**config.mk**
```make
export PLATFORM = sky130hd
export DESIGN_NAME = cordic_rot
export DESIGN_NICKNAME = d
export VERILOG_FILES = /design/src/rtl/cordic_rot.sv
export SDC_FILE = /design/constraint.sdc
export NUM_CORES = 1
export LEC_CHECK = 0
export ABC_CLOCK_PERIOD_IN_PS = 7300
export CELL_PAD_IN_SITES_DETAIL_PLACEMENT = 0
export CELL_PAD_IN_SITES_GLOBAL_PLACEMENT = 2
export CORE_ASPECT_RATIO = 0.5
export CORE_UTILIZATION = 30
export CTS_CLUSTER_SIZE = 12
export DETAILED_ROUTE_END_ITERATION = 7
export GPL_ROUTABILITY_DRIVEN = 0
export PLACE_DENSITY_LB_ADDON = 0.05
export SLEW_MARGIN = 20
export SYNTH_ARGS = -nofsm -noshare
export SYNTH_HDL_FRONTEND = slang
export SYNTH_SLANG_ARGS = --single-unit
```
**constraint.sdc**
```tcl
create_clock -name CLK -period 7.3 [get_ports CLK]
set_input_delay 0.73 -clock CLK [delete_from_list [all_inputs] [get_ports CLK]]
set_output_delay 0.73 -clock CLK [all_outputs]
set_load 0.02 [all_outputs]
```
**src/rtl/cordic_rot.sv**
```systemverilog
// cordic_rot: iterative rotation-mode CORDIC, sin/cos of a binary angle.
// Optional CORDIC_ROUND_EN: round-half-up output scaling instead of truncation.
module cordic_rot #(
  parameter int WIDTH  = 16,
  parameter int ITER   = 14,
  parameter int X_INIT = 9949
) (
  input  logic             CLK,
  input  logic             RESET,
  input  logic             START,
  input  logic [WIDTH-1:0] ANGLE,
  output logic             BUSY,
  output logic             DONE,
  output logic [WIDTH-1:0] COS,
  output logic [WIDTH-1:0] SIN
);

  localparam int XW = WIDTH + 4;
  localparam int ZW = WIDTH + 1;
  localparam int IW = $clog2(ITER);

  localparam logic signed [XW-1:0] LIM = XW'(1) <<< (WIDTH - 2);
  localparam logic [WIDTH-1:0] LIM_P = WIDTH'(1) << (WIDTH - 2);
  localparam logic [WIDTH-1:0] LIM_N = ~LIM_P + WIDTH'(1);

  typedef enum logic [1:0] {
    S_IDLE,
    S_ROTATE,
    S_FINISH
  } state_t;

  // atan(2^-i) in turns * 2^WIDTH; series in 40-bit fixed point
  // normalised against pi/4 so i=0 lands exactly on 2^(WIDTH-3).
  function automatic logic [ZW-1:0] atan_f(input int i);
    longint acc;
    longint term;
    longint pi4;
    longint res;
    int     sh;
    acc = 0;
    pi4 = 64'sd863554413089;
    if (i == 0) begin
      res = longint'(1) << (WIDTH - 3);
    end else begin
      for (int k = 0; k < 24; k++) begin
        sh = 40 - i * (2 * k + 1);
        if (sh >= 0) begin
          term = (longint'(1) << sh) / longint'(2 * k + 1);
          acc  = (k % 2 == 1) ? acc - term : acc + term;
        end
      end
      res = (acc * (longint'(1) << (WIDTH - 3)) + pi4 / 2) / pi4;
    end
    return ZW'(res);
  endfunction

  // Saturate a scaled datapath value to +/-1.0 in output format.
  function automatic logic [WIDTH-1:0] clamp_f(input logic signed [XW-1:0] v);
    logic [WIDTH-1:0] r;
    if (v > LIM) r = LIM_P;
    else if (v < -LIM) r = LIM_N;
    else r = v[WIDTH-1:0];
    return r;
  endfunction

  logic [ZW-1:0] w_atan [ITER];

  for (genvar g = 0; g < ITER; g++) begin : g_atan
    assign w_atan[g] = atan_f(g);
  end

  state_t                r_state;
  state_t                w_next;
  logic [IW-1:0]         r_iter;
  logic signed [XW-1:0]  r_x;
  logic signed [XW-1:0]  r_y;
  logic signed [ZW-1:0]  r_z;
  logic                  r_neg;
  logic                  r_busy;
  logic                  r_done;
  logic [WIDTH-1:0]      r_cos;
  logic [WIDTH-1:0]      r_sin;

  logic                  w_fold;
  logic [WIDTH-1:0]      w_a;
  logic signed [ZW-1:0]  w_z0;
  logic                  w_pos;
  logic                  w_last;
  logic signed [ZW-1:0]  w_at;
  logic signed [XW-1:0]  w_xs;
  logic signed [XW-1:0]  w_ys;
  logic signed [XW-1:0]  w_xn;
  logic signed [XW-1:0]  w_yn;
  logic signed [ZW-1:0]  w_zn;
  logic signed [XW-1:0]  w_xr;
  logic signed [XW-1:0]  w_yr;
  logic signed [XW-1:0]  w_xf;
  logic signed [XW-1:0]  w_yf;

  // Quadrant fold and one micro-rotation step.
  always_comb begin
    w_fold = ANGLE[WIDTH-1] ^ ANGLE[WIDTH-2];
    w_a    = {ANGLE[WIDTH-1] ^ w_fold, ANGLE[WIDTH-2:0]};
    w_z0   = {w_a[WIDTH-1], w_a};
    w_pos  = ~r_z[ZW-1];
    w_last = (r_iter == IW'(ITER - 1));
    w_at   = '0;
    for (int k = 0; k < ITER; k++) begin
      if (r_iter == IW'(k)) w_at = w_atan[k];
    end
    w_xs = r_x >>> r_iter;
    w_ys = r_y >>> r_iter;
    w_xn = w_pos ? r_x - w_ys : r_x + w_ys;
    w_yn = w_pos ? r_y + w_xs : r_y - w_xs;
    w_zn = w_pos ? r_z - w_at : r_z + w_at;
`ifdef CORDIC_ROUND_EN
    w_xr = (r_x + XW'(2)) >>> 2;
    w_yr = (r_y + XW'(2)) >>> 2;
`else
    w_xr = r_x >>> 2;
    w_yr = r_y >>> 2;
`endif
    w_xf = r_neg ? -w_xr : w_xr;
    w_yf = r_neg ? -w_yr : w_yr;
  end

  // State register.
  always_ff @(posedge CLK) begin
    if (RESET) r_state <= S_IDLE;
    else       r_state <= w_next;
  end

  // Next-state logic.
  always_comb begin
    w_next = r_state;
    unique case (r_state)
      S_IDLE:   if (START) w_next = S_ROTATE;
      S_ROTATE: if (w_last) w_next = S_FINISH;
      S_FINISH: w_next = S_IDLE;
      default:  w_next = S_IDLE;
    endcase
  end

  // Datapath, counter and output registers.
  always_ff @(posedge CLK) begin
    if (RESET) begin
      r_iter <= '0;
      r_x    <= '0;
      r_y    <= '0;
      r_z    <= '0;
      r_neg  <= 1'b0;
      r_busy <= 1'b0;
      r_done <= 1'b0;
      r_cos  <= '0;
      r_sin  <= '0;
    end else begin
      r_done <= 1'b0;
      unique case (r_state)
        S_IDLE: begin
          if (START) begin
            r_x    <= XW'(X_INIT * 4);
            r_y    <= '0;
            r_z    <= w_z0;
            r_neg  <= w_fold;
            r_iter <= '0;
            r_busy <= 1'b1;
          end
        end
        S_ROTATE: begin
          r_x    <= w_xn;
          r_y    <= w_yn;
          r_z    <= w_zn;
          r_iter <= w_last ? '0 : r_iter + IW'(1);
        end
        S_FINISH: begin
          r_cos  <= clamp_f(w_xf);
          r_sin  <= clamp_f(w_yf);
          r_done <= 1'b1;
          r_busy <= 1'b0;
        end
        default: r_busy <= 1'b0;
      endcase
    end
  end

  assign BUSY = r_busy;
  assign DONE = r_done;
  assign COS  = r_cos;
  assign SIN  = r_sin;

endmodule

```
# ---- Word-level counts from Yosys, hierarchy flattened
# Cells that the tools add are included.
dict set report op_classes {
  magnitude_cmp 4
  add_sub_neg 9
  n_reduce_logical 7
  shifts 2
  n_mux 38
  bitwise_logic 3
  mul 0
  div 0
  n_eq_ne 17
}
# operator count
set op_table {}
lappend op_table {{2-to-1 mux 17 bit} 13}
lappend op_table {{2-to-1 mux 20 bit} 6}
lappend op_table {{one-hot mux 20 bit (2 select lines)} 2}
lappend op_table {{2-to-1 mux 16 bit} 4}
lappend op_table {{2-to-1 mux 14 bit} 3}
lappend op_table {{adder 20 bit} 2}
lappend op_table {{greater-than comparator 20 x 16 -> 1 bit (second input constant)} 2}
lappend op_table {{less-than comparator 20 x 15 -> 1 bit (second input constant)} 2}
lappend op_table {{negator 18 -> 20 bit} 2}
lappend op_table {{>>> shifter 20 x 4 -> 20 bit} 2}
lappend op_table {{subtractor 20 bit} 2}
lappend op_table {{one-hot mux 17 bit (2 select lines)} 1}
lappend op_table {{equality test 4 bit (second input constant)} 6}
lappend op_table {{adder 17 bit} 1}
lappend op_table {{subtractor 17 bit} 1}
lappend op_table {{equality test 4 x 3 -> 1 bit (second input constant)} 4}
lappend op_table {{equality test 4 x 2 -> 1 bit (second input constant)} 2}
lappend op_table {{2-to-1 mux 4 bit} 2}
lappend op_table {{one-hot mux 4 bit (2 select lines)} 1}
lappend op_table {{AND reduction 2 bit} 4}
lappend op_table {{adder 4 x 1 -> 4 bit (second input constant)} 1}
lappend op_table {{equality test 4 x 1 -> 1 bit (second input constant)} 1}
lappend op_table {{logical NOT 4 bit} 1}
lappend op_table {{2-to-1 mux 2 bit} 2}
lappend op_table {{other kinds (10)} 13}
dict set report word_totals {
  wordCells 90
  mem_count 0
  latchBits 0
  reg_bits 98
  in_bits 19
  out_inout_bits 34
  romBits 0
  mem_bits_rw 0
}

# ---- Longest topological paths before layout
dict set report logic_depth {
  ltp_word 18
  ltp_mapped 23
  mapped_depth_nobuf 20
}

# ---- Least setup slack after synthesis
# Ideal clock, no wire load.
dict set report synth_timing {
  kind {register to register}
  from {reg r_iter[0]}
  to {reg r_y[19]}
  slack_ns 2.223
  period_less_slack_ns 5.077
  arrival_time_ns 4.943
  path_stages_with_launch 21
  required_ns 7.166
  n_path_buf 3
  setup_ns 0.134
  cell_sequence {dfxtp_1 > buf_6 > buf_4 > buf_2 > mux2_2 > nor2_1 > o22ai_1 > a221oi_1 > nand3_1 > nor3_1 > a31oi_1 > xnor2_1 > ha_1 > nand2_1 > nand2b_1 > a21o_1 > a41oi_1 > o211ai_1 > a41oi_1 > mux2_2 > or4b_1}
}
dict set report synth_via {
  elab_chain_len 4
  word_cells_on_any_way 5
  classes_between {2 x add/sub; 1 x shift; 2 x mux}
}
# item line
set synth_lines {}
lappend synth_lines {{from (decl)} 74} ;# logic [IW-1:0] r_iter;
lappend synth_lines {{from (signal assigned)} 173} ;# r_iter <= w_last ? '0 : r_iter + IW'(1);
lappend synth_lines {{>>> shifter 20 x 4 -> 20 bit (*)} 111} ;# w_xs = r_x >>> r_iter;
lappend synth_lines {{adder 20 bit / subtractor 20 bit (equally long branches)} 114} ;# w_yn = w_pos ? r_y + w_xs : r_y - w_xs;
lappend synth_lines {{2-to-1 mux 20 bit (*)} 114}
lappend synth_lines {{one-hot mux 20 bit (2 select lines) (*)} 158} ;# unique case (r_state)
lappend synth_lines {{to (signal assigned)} 171} ;# r_y <= w_yn;
lappend synth_lines {{to (decl)} 76} ;# logic signed [XW-1:0] r_y;
# Every way passes the cells marked *; elsewhere a longest branch is shown, timed or not.
# A chain may end at the register's enable or synchronous reset.

# ---- Worst setup path in the final report
# Ends and elaborated chain as after synthesis.

==> run_summary.xml <==
<?xml version="1.0" encoding="UTF-8"?>
<metrics>
  <group name="outcome">
    <metric name="run_status" unit="">completed</metric>
  </group>
  <group name="global_route">
    <metric name="grt_remaining_overflow" unit="">0</metric>
    <metric name="grt_max_degree" unit="">52</metric>
    <metric name="grt_util_all_layers" unit="%">21.1</metric>
    <metric name="first_pass_grt_wire_length" unit="um">57900</metric>
    <metric name="grt_antenna_before_repair" unit="">3</metric>
    <metric name="number_of_global_route_vias_before_repair" unit="">9527</metric>
  </group>
  <group name="setup_path">
    <metric name="path_delay_family" unit="">compound AO/OA/AOI/OAI gates</metric>
    <metric name="worst_path_most_repeated_cell" unit="">sky130_fd_sc_hd__a41oi_1</metric>
    <metric name="critPathKind" unit="">reg -&gt; reg</metric>
    <metric name="critPathCaptureType" unit="">flop</metric>
    <metric name="max_stage_delay" unit="ps">910</metric>
    <metric name="cp_slowest_cell" unit="">sky130_fd_sc_hd__dfxtp_2</metric>
    <metric name="cp.arrival" unit="ps">6440</metric>
    <metric name="crit_fanout" unit="">41</metric>
    <metric name="r2r_start" unit="">r_iter[0]</metric>
    <metric name="crit_start" unit="">r_iter[0]</metric>
    <metric name="setup.worst_path.start_class" unit="">flop</metric>
    <metric name="required" unit="ps">7560</metric>
    <metric name="path_buf_inv" unit="">1</metric>
    <metric name="cp_cell_sequence" unit="">buf_4 &gt; mux4_2 &gt; a22oi_1 &gt; o21a_1 &gt; nor2b_1 &gt; nand3_1 &gt; nor3_1 &gt; a31oi_1 &gt; xnor2_1 &gt; ha_1 &gt; nand2_1 &gt; nand2b_1 &gt; a21o_1 &gt; a41oi_1 &gt; o211ai_1 &gt; a41oi_1 &gt; mux2_2 &gt; or4b_1</metric>
  </group>
  <group name="sta">
    <metric name="setup_total_negative_slack" unit="ps">0</metric>
    <metric name="slew_headroom" unit="%">30.1</metric>
    <metric name="worst_slew_pin_slew" unit="ps">1020</metric>
    <metric name="finalHoldWorstSlack" unit="ps">451</metric>
    <metric name="fmax" unit="GHz">0.162</metric>
    <metric name="setup_repair_after_global_routing_missed_its_margin" unit="">false</metric>
    <metric name="final.setup_skew" unit="ps">10.7</metric>
    <metric name="period_share" unit="%">84.7</metric>
    <metric name="final_period_minus_worst_setup_slack" unit="ps">6190</metric>
    <metric name="hold_viol_final" unit="">0</metric>
    <metric name="setup_viol" unit="">0</metric>
    <metric name="slew_viol_final" unit="">0</metric>
  </group>
  <group name="logic_synthesis">
    <metric name="post_synth_fa_ha_maj_area_fraction" unit="%">7.97</metric>
    <metric name="synth_area" unit="um^2">10600</metric>
    <metric name="main_combinational_cell_family_by_area_after_synthesis" unit="">compound AO/OA/AOI/OAI gates</metric>
    <metric name="yosys-top-cells-area" unit="">sky130_fd_sc_hd__dfxtp_1 (18%), sky130_fd_sc_hd__mux4_2 (7.6%), sky130_fd_sc_hd__ha_1 (7.4%), sky130_fd_sc_hd__nand2_1 (6.0%), sky130_fd_sc_hd__a21oi_1 (5.0%)</metric>
    <metric name="syn-instance-count" unit="">1420</metric>
    <metric name="synthesized_flop_and_latch_total" unit="">98</metric>
    <metric name="synth-edff-count" unit="">0</metric>
    <metric name="post_synth_num_cell_types" unit="">73</metric>
    <metric name="post_synth_and_or_nand_nor_area_fraction" unit="%">22.9</metric>
    <metric name="synth_compound_gate_area_share" unit="%">23.1</metric>
    <metric name="synth.yosys.seq_area_share" unit="%">18.4</metric>
    <metric name="synthXorXnorAreaFrac" unit="%">8.31</metric>
    <metric name="synth.mux.area_fraction" unit="%">13.2</metric>
    <metric name="yosys_warnings" unit="">0</metric>
    <metric name="post-synth-top-area-fraction" unit="%">18.4</metric>
    <metric name="post_syn_area_per_cell" unit="um^2">7.49</metric>
    <metric name="synth_flop_cell" unit="">sky130_fd_sc_hd__dfxtp_1</metric>
    <metric name="synthesis.nets" unit="">1505</metric>
    <metric name="ys_async_sr_fraction" unit="%">0</metric>
    <metric name="yosys.area.top_type" unit="">sky130_fd_sc_hd__dfxtp_1</metric>
  </group>
  <group name="floorplanning">
    <metric name="die-area" unit="um^2">36300</metric>
    <metric name="die_w" unit="um">268</metric>
    <metric name="core_area" unit="um^2">34700</metric>
    <metric name="dieHeight" unit="um">135</metric>
    <metric name="initial_core_util" unit="%">30.6</metric>
    <metric name="placement_rows" unit="">48</metric>
    <metric name="io-pin-count" unit="">53</metric>
  </group>
  <group name="worst_hold_path">
    <metric name="start_point_of_the_worst_hold_path" unit="">COS[4]</metric>
    <metric name="hold_path_class" unit="">reg -&gt; reg</metric>
  </group>
  <group name="detailed_routing">
    <metric name="detail_route.first_pass.iterations" unit="">5</metric>
    <metric name="drc_errors" unit="">0</metric>
    <metric name="drt_first_iter_violations" unit="">813</metric>
    <metric name="viasPerCell" unit="">5.56</metric>
    <metric name="routed-via-count" unit="">10400</metric>
    <metric name="route.detailed.wl_per_inst" unit="um">20.1</metric>
    <metric name="wirelength" unit="um">37600</metric>
    <metric name="antenna_left" unit="">0</metric>
  </group>
  <group name="finish">
    <metric name="seq_area" unit="um^2">1970</metric>
    <metric name="drive_gt1_share" unit="%">8.51</metric>
    <metric name="flow.area_growth_from_synthesis" unit="%">10.8</metric>
    <metric name="fin_nets" unit="">1480</metric>
    <metric name="diodes" unit="">0</metric>
    <metric name="finish.instance_area" unit="um^2">11800</metric>
    <metric name="fillerInstances" unit="">3803</metric>
    <metric name="multi_input_area" unit="um^2">8060</metric>
    <metric name="layout.core_utilization" unit="%">34.0</metric>
  </group>
  <group name="job">
    <metric name="cap_viol_max_count" unit="">0</metric>
  </group>
  <group name="place">
    <metric name="dpl-instance-area" unit="um^2">11500</metric>
    <metric name="io_buffer_count" unit="">52</metric>
    <metric name="dp_hpwl" unit="um">27900</metric>
  </group>
  <group name="cts">
    <metric name="cts_h_tree_depth" unit="">3</metric>
    <metric name="post_cts_hold_buffer_count" unit="">0</metric>
    <metric name="cts.sink_count" unit="">98</metric>
    <metric name="tritoncts" unit="">yes</metric>
    <metric name="insertion_delay" unit="ps">390</metric>
    <metric name="clk_transition_reported_paths" unit="ps">80</metric>
    <metric name="cts_max_path_buffers" unit="">2</metric>
    <metric name="post_cts_resized" unit="">0</metric>
    <metric name="ctsRootBufferMaster" unit="">sky130_fd_sc_hd__clkbuf_16</metric>
    <metric name="post-cts-setup-buffer-count" unit="">0</metric>
    <metric name="cts_inserted_buffers" unit="">9</metric>
  </group>
  <group name="power_and_ir_drop">
    <metric name="power.static_leakage" unit="nW">4.48</metric>
    <metric name="vdd_drop_max" unit="V">0.000155</metric>
    <metric name="powerDensity" unit="nW/um^2">367</metric>
    <metric name="report.power.total" unit="mW">4.32</metric>
  </group>
</metrics>
routing by layer:
metal  global-route usage (%)  wire length [um]  part of all wire [%]  vias to the layer above
li1                         -                 -                     -                     5130
met1                     31.3             19500                    52                     4958
met2                     30.3             15100                    40                      306
met3                     5.11              2610                   6.9                       30
met4                     4.54               425                   1.1                        0
met5                        0                 0                     0                        -
registers in the layout (all words and copies together) (netlist names), 2 cells and up:
signal,count
COS,16
SIN,16
r_iter,4
r_state,2
r_x,20
r_y,20
r_z,17
layout make-up:
cell class | instances | area share [%]
Clock buffer | 9 | 1.91
Clock inverter | 6 | 0.435
Sequential cell | 98 | 16.7
Multi-Input combinational cell | 1161 | 68.4
Timing Repair Buffer | 79 | 6.09
Inverter | 46 | 1.46
Tap cell | 475 | 5.04
metrics by stage:
stage               std cells  setup WS [ps]
floorplan                1420           2220
global placement         1859           1320
detailed placement       1859           1120
CTS                      1874           1090
global route             1874            429
finish                   1874           1110
worst min-delay path, cell delays in order (launching register included):
cell and delay [ps]:
sky130_fd_sc_hd__dfxtp_1 330, sky130_fd_sc_hd__nand2_1 40, sky130_fd_sc_hd__o21ai_0 50
cell families after synthesis:
logic type / after synthesis
simple gates: 523
mux: 88
buf+inv: 161
fa+ha+maj: 66
xor+xnor: 101
flops: 98
compound gates: 383
worst paths after layout:
check | to | slack (ps) | depth (start not counted)
hold / removal | COS[4] | 450 | 2
hold reg to reg | COS[4] | 450 | 2
setup / recovery | r_y[19] | 1110 | 18
setup reg to reg | r_y[19] | 1110 | 18
cell usage after synthesis (7+ instances only):
cell type and n:
sky130_fd_sc_hd__a31oi_1 25, sky130_fd_sc_hd__mux4_2 36, sky130_fd_sc_hd__or2_2 7, sky130_fd_sc_hd__nand2_1 169
sky130_fd_sc_hd__buf_2 8, sky130_fd_sc_hd__a41oi_1 10, sky130_fd_sc_hd__o31ai_1 8, sky130_fd_sc_hd__nand3_1 41
sky130_fd_sc_hd__xnor2_1 60, sky130_fd_sc_hd__o22ai_1 14, sky130_fd_sc_hd__buf_1 12, sky130_fd_sc_hd__or3_1 14
sky130_fd_sc_hd__nor2b_1 20, sky130_fd_sc_hd__inv_1 43, sky130_fd_sc_hd__clkbuf_1 90, sky130_fd_sc_hd__o21ai_0 87
sky130_fd_sc_hd__nor2_1 142, sky130_fd_sc_hd__nand2b_1 19, sky130_fd_sc_hd__a311oi_1 13, sky130_fd_sc_hd__mux2_2 18
sky130_fd_sc_hd__nor4_1 18, sky130_fd_sc_hd__a221oi_1 7, sky130_fd_sc_hd__a21oi_1 107, sky130_fd_sc_hd__a211oi_1 16
sky130_fd_sc_hd__nand4_1 7, sky130_fd_sc_hd__o211ai_1 8, sky130_fd_sc_hd__a22oi_1 12, sky130_fd_sc_hd__xor2_1 41
sky130_fd_sc_hd__a211o_1 7, sky130_fd_sc_hd__dfxtp_1 98, sky130_fd_sc_hd__o21a_1 7, sky130_fd_sc_hd__mux2i_1 31
sky130_fd_sc_hd__nor3_1 46, sky130_fd_sc_hd__and3_1 8, sky130_fd_sc_hd__ha_1 63, sky130_fd_sc_hd__a21o_1 21
power breakdown:
| group | switching (mW) | internal (mW) |
|---|---|---|
| Sequential | 0.265 | 0.612 |
| Combinational | 1.68 | 1.28 |
| Clock | 0.255 | 0.234 |
| Total | 2.20 | 2.13 |
cells in the final DEF, fill, tap and decap left out, types with 8 or more instances in the layout:
master,n
sky130_fd_sc_hd__nor3_1,46
sky130_fd_sc_hd__xor2_1,41
sky130_fd_sc_hd__or3_1,14
sky130_fd_sc_hd__clkdlybuf4s50_1,51
sky130_fd_sc_hd__mux4_2,36
sky130_fd_sc_hd__o31ai_1,8
sky130_fd_sc_hd__mux2i_1,31
sky130_fd_sc_hd__a41oi_1,10
sky130_fd_sc_hd__buf_4,27
sky130_fd_sc_hd__nor2_1,139
sky130_fd_sc_hd__nand3_1,41
sky130_fd_sc_hd__mux2_2,18
sky130_fd_sc_hd__a31oi_1,25
sky130_fd_sc_hd__a211oi_1,16
sky130_fd_sc_hd__xnor2_1,60
sky130_fd_sc_hd__nand2_1,169
sky130_fd_sc_hd__nand2b_1,18
sky130_fd_sc_hd__a311oi_1,13
sky130_fd_sc_hd__ha_1,63
sky130_fd_sc_hd__o211ai_1,8
sky130_fd_sc_hd__o21ai_0,87
sky130_fd_sc_hd__clkbuf_16,9
sky130_fd_sc_hd__and3_1,8
sky130_fd_sc_hd__nor2b_1,20
sky130_fd_sc_hd__dfxtp_1,95
sky130_fd_sc_hd__a22oi_1,12
sky130_fd_sc_hd__a21o_1,21
sky130_fd_sc_hd__nor4_1,18
sky130_fd_sc_hd__o22ai_1,14
sky130_fd_sc_hd__a21oi_1,107
sky130_fd_sc_hd__inv_1,43
Note: power is estimated with default switching activity, not from simulation.
==> patch (config.mk and constraints unchanged) <==
The parameter `ITER` goes from 14 to 16.
--- a/src/rtl/cordic_rot.sv
+++ b/src/rtl/cordic_rot.sv
@@ -2,7 +2,7 @@
 // Optional CORDIC_ROUND_EN: round-half-up output scaling instead of truncation.
 module cordic_rot #(
   parameter int WIDTH  = 16,
-  parameter int ITER   = 14,
+  parameter int ITER   = 16,
   parameter int X_INIT = 9949
 ) (
   input  logic             CLK,
Function: same outputs for any inputs over 10 cycles, from zero or initial values and one cycle with RESET high; that may be too few to reach the edited logic, so the function may still have changed.
==> patch against the original RTL <==
  * Design area fell by 4.2%
  * Count of clock-buffer cells in the layout rose by 1
  * Setup slack got worse by 58 ps
  * Sequential cell count did not move
  * Area after synthesis fell by 4.5%
  * Total power rose by 0.48%
  * Routed wire length fell by 5.2%
  * Core utilization rose by 0.10 points
  * Global-route usage fell by 0.38 points
==> patch: results (changes against the original RTL) <==
Routing
  – Wire per inst: 20.6 um (+2.6%)
  – Drt initial violations: 699 (-14%)
  – Vias per cell: 5.58 (+0.34%)
  – TritonRoute pass-1 iters: 5 (unchanged)

Cells and area
  – Post-Layout Cell Count: 1731 (-7.6%)
  – Share of cells above drive strength 1: 8.14% (-0.37 points)
  – Biggest regs: r_x x20, r_y x20, r_z x17

Setup path
  – CP max stage delay: 980 ps (+70 ps)
  – Worst-path maximum fanout: 33 (-20%)
  – Worst EP arrival: 6550 ps (+110 ps)

Yosys
  – Register area share after synthesis: 19.3% (+0.87 points)
  – Top cells by count, synth: nand2_1, nor2_1, dfxtp_1
  – Syn nets: 1392 (-7.5%)
  – Synth unique cells: 79 (+8.2%)
  – Post-synthesis adder-cell area fraction: 8.84% (+0.87 points)
  – Synth Area in XOR/XNOR: 10.0% (+1.7 points)
  – Synth Area in Compound Gates: 23.5% (+0.44 points)
  – Average size of a mapped cell: 7.80 um^2 (+4.1%)
  – Area contributors post-synth: dfxtp_1, ha_1, mux4_2
  – Mux cell area share after synthesis: 11.5% (-1.6 points)

Run status
  – Status: finished clean

Clocking
  – Clock slew at reported path FFs: 70 ps
  – Worst-skew pair later-pin latency: 390 ps (about the same)
  – # resized after CTS: 0 (unchanged)
  – Clock buffer depth: 2 (unchanged)

Power
  – Peak supply drop: 0.000141 V (-8.8%)
  – Leakage: 4.32 nW (-3.6%)

Place
  – Post-DP HPWL: 26700 um (-4.4%)

Global routing
  – First-pass GRT wire length: 55500 um (-4.1%)
  – Initial antenna violation count: 1 (-2)
  – GRT Overall Usage: 20.7% (-0.38 points)
  – Number of global-route vias before repair: 9141 (-4.1%)
  – Largest net degree at the start of global routing: 62 (+19%)

Timing
  – Clock Skews: 15.2 ps (+4.44 ps)
  – Max transition margin: 34.5% (+4.4 points)

Run
  – Max Cap Viol: 0 (unchanged)
-- patch: cell types whose count changed in the layout (fill, tap and decap cells not counted), sizes merged, moves of 9 or more --
| cell | before | now |
|---|---|---|
| a21oi | 107 | 84 |
| a41oi | 10 | 1 |
| mux2 | 18 | 9 |
| mux2i | 31 | 20 |
| nand2 | 169 | 135 |
| nor2 | 142 | 131 |
| nor3 | 46 | 28 |
| nor4 | 18 | 5 |
| xor2 | 41 | 50 |
-- patch: metal layers --
metal / track usage [%] / share of wire (%) / vias to the layer above
li1: - / - / 4723
met1: 30.9 / 51 / 4639
met2: 29.8 / 41 / 268
met3: 5.27 / 6.3 / 31
met4: 3.69 / 1.2 / 0
met5: 0 / 0 / -
-- patch: logic make-up after synthesis --
logic type      after synthesis
xor+xnor                    116
mux                          66
simple gates                450
flops                        98
fa+ha+maj                    70
buf+inv                     140
compound gates              363
-- patch: metrics by stage --
| step | area (um^2) | util, % | setup slack [ps] |
|---|---|---|---|
| after floorplan | 10200 | - | 2390 |
| after global placement | 11000 | 33.1 | 1360 |
| after detailed placement | 11000 | 33.1 | 1180 |
| after CTS | 11300 | 34.0 | 1150 |
| after global routing | 11300 | 34.1 | 654 |
| final | 11300 | 34.1 | 1060 |
-- patch: final cells by class --
class / instances / area [um^2]
clock buffer: 10 / 239
clock inverter: 5 / 62.6
multi-input combinational: 1065 / 7670
tap: 441 / 552
inverter: 41 / 154
timing repair buffer: 71 / 658
sequential: 98 / 1960
fill: 3559 / 21900
-- patch: path summary, 6_finish.rpt --
path              from      end  slack, ps  cells after the start
max          r_iter[0]  r_y[16]       1060                     18
min             SIN[4]   SIN[4]        450                      2
max reg2reg  r_iter[0]  r_y[16]       1060                     18
min reg2reg     SIN[4]   SIN[4]        450                      2
-- patch: worst reg2reg max path: cells and delay by family (launching register included) --
| family | cells | cell delay [ps] |
|---|---|---|
| buffers and inverters | 2 | 510 |
| DFF | 1 | 980 |
| adders and majority gates | 2 | 630 |
| AOI/OAI and AO/OA | 9 | 2090 |
| muxes | 3 | 1120 |
| and+or+nand+nor | 2 | 820 |
-- patch: report_power, final --
group / total, mW / internal, mW / switching [mW] / leakage (nW)
Sequential: 0.911 / 0.613 / 0.298 / 0.800
Clock: 0.525 / 0.277 / 0.249 / 0.147
Combinational: 2.91 / 1.28 / 1.63 / 3.37
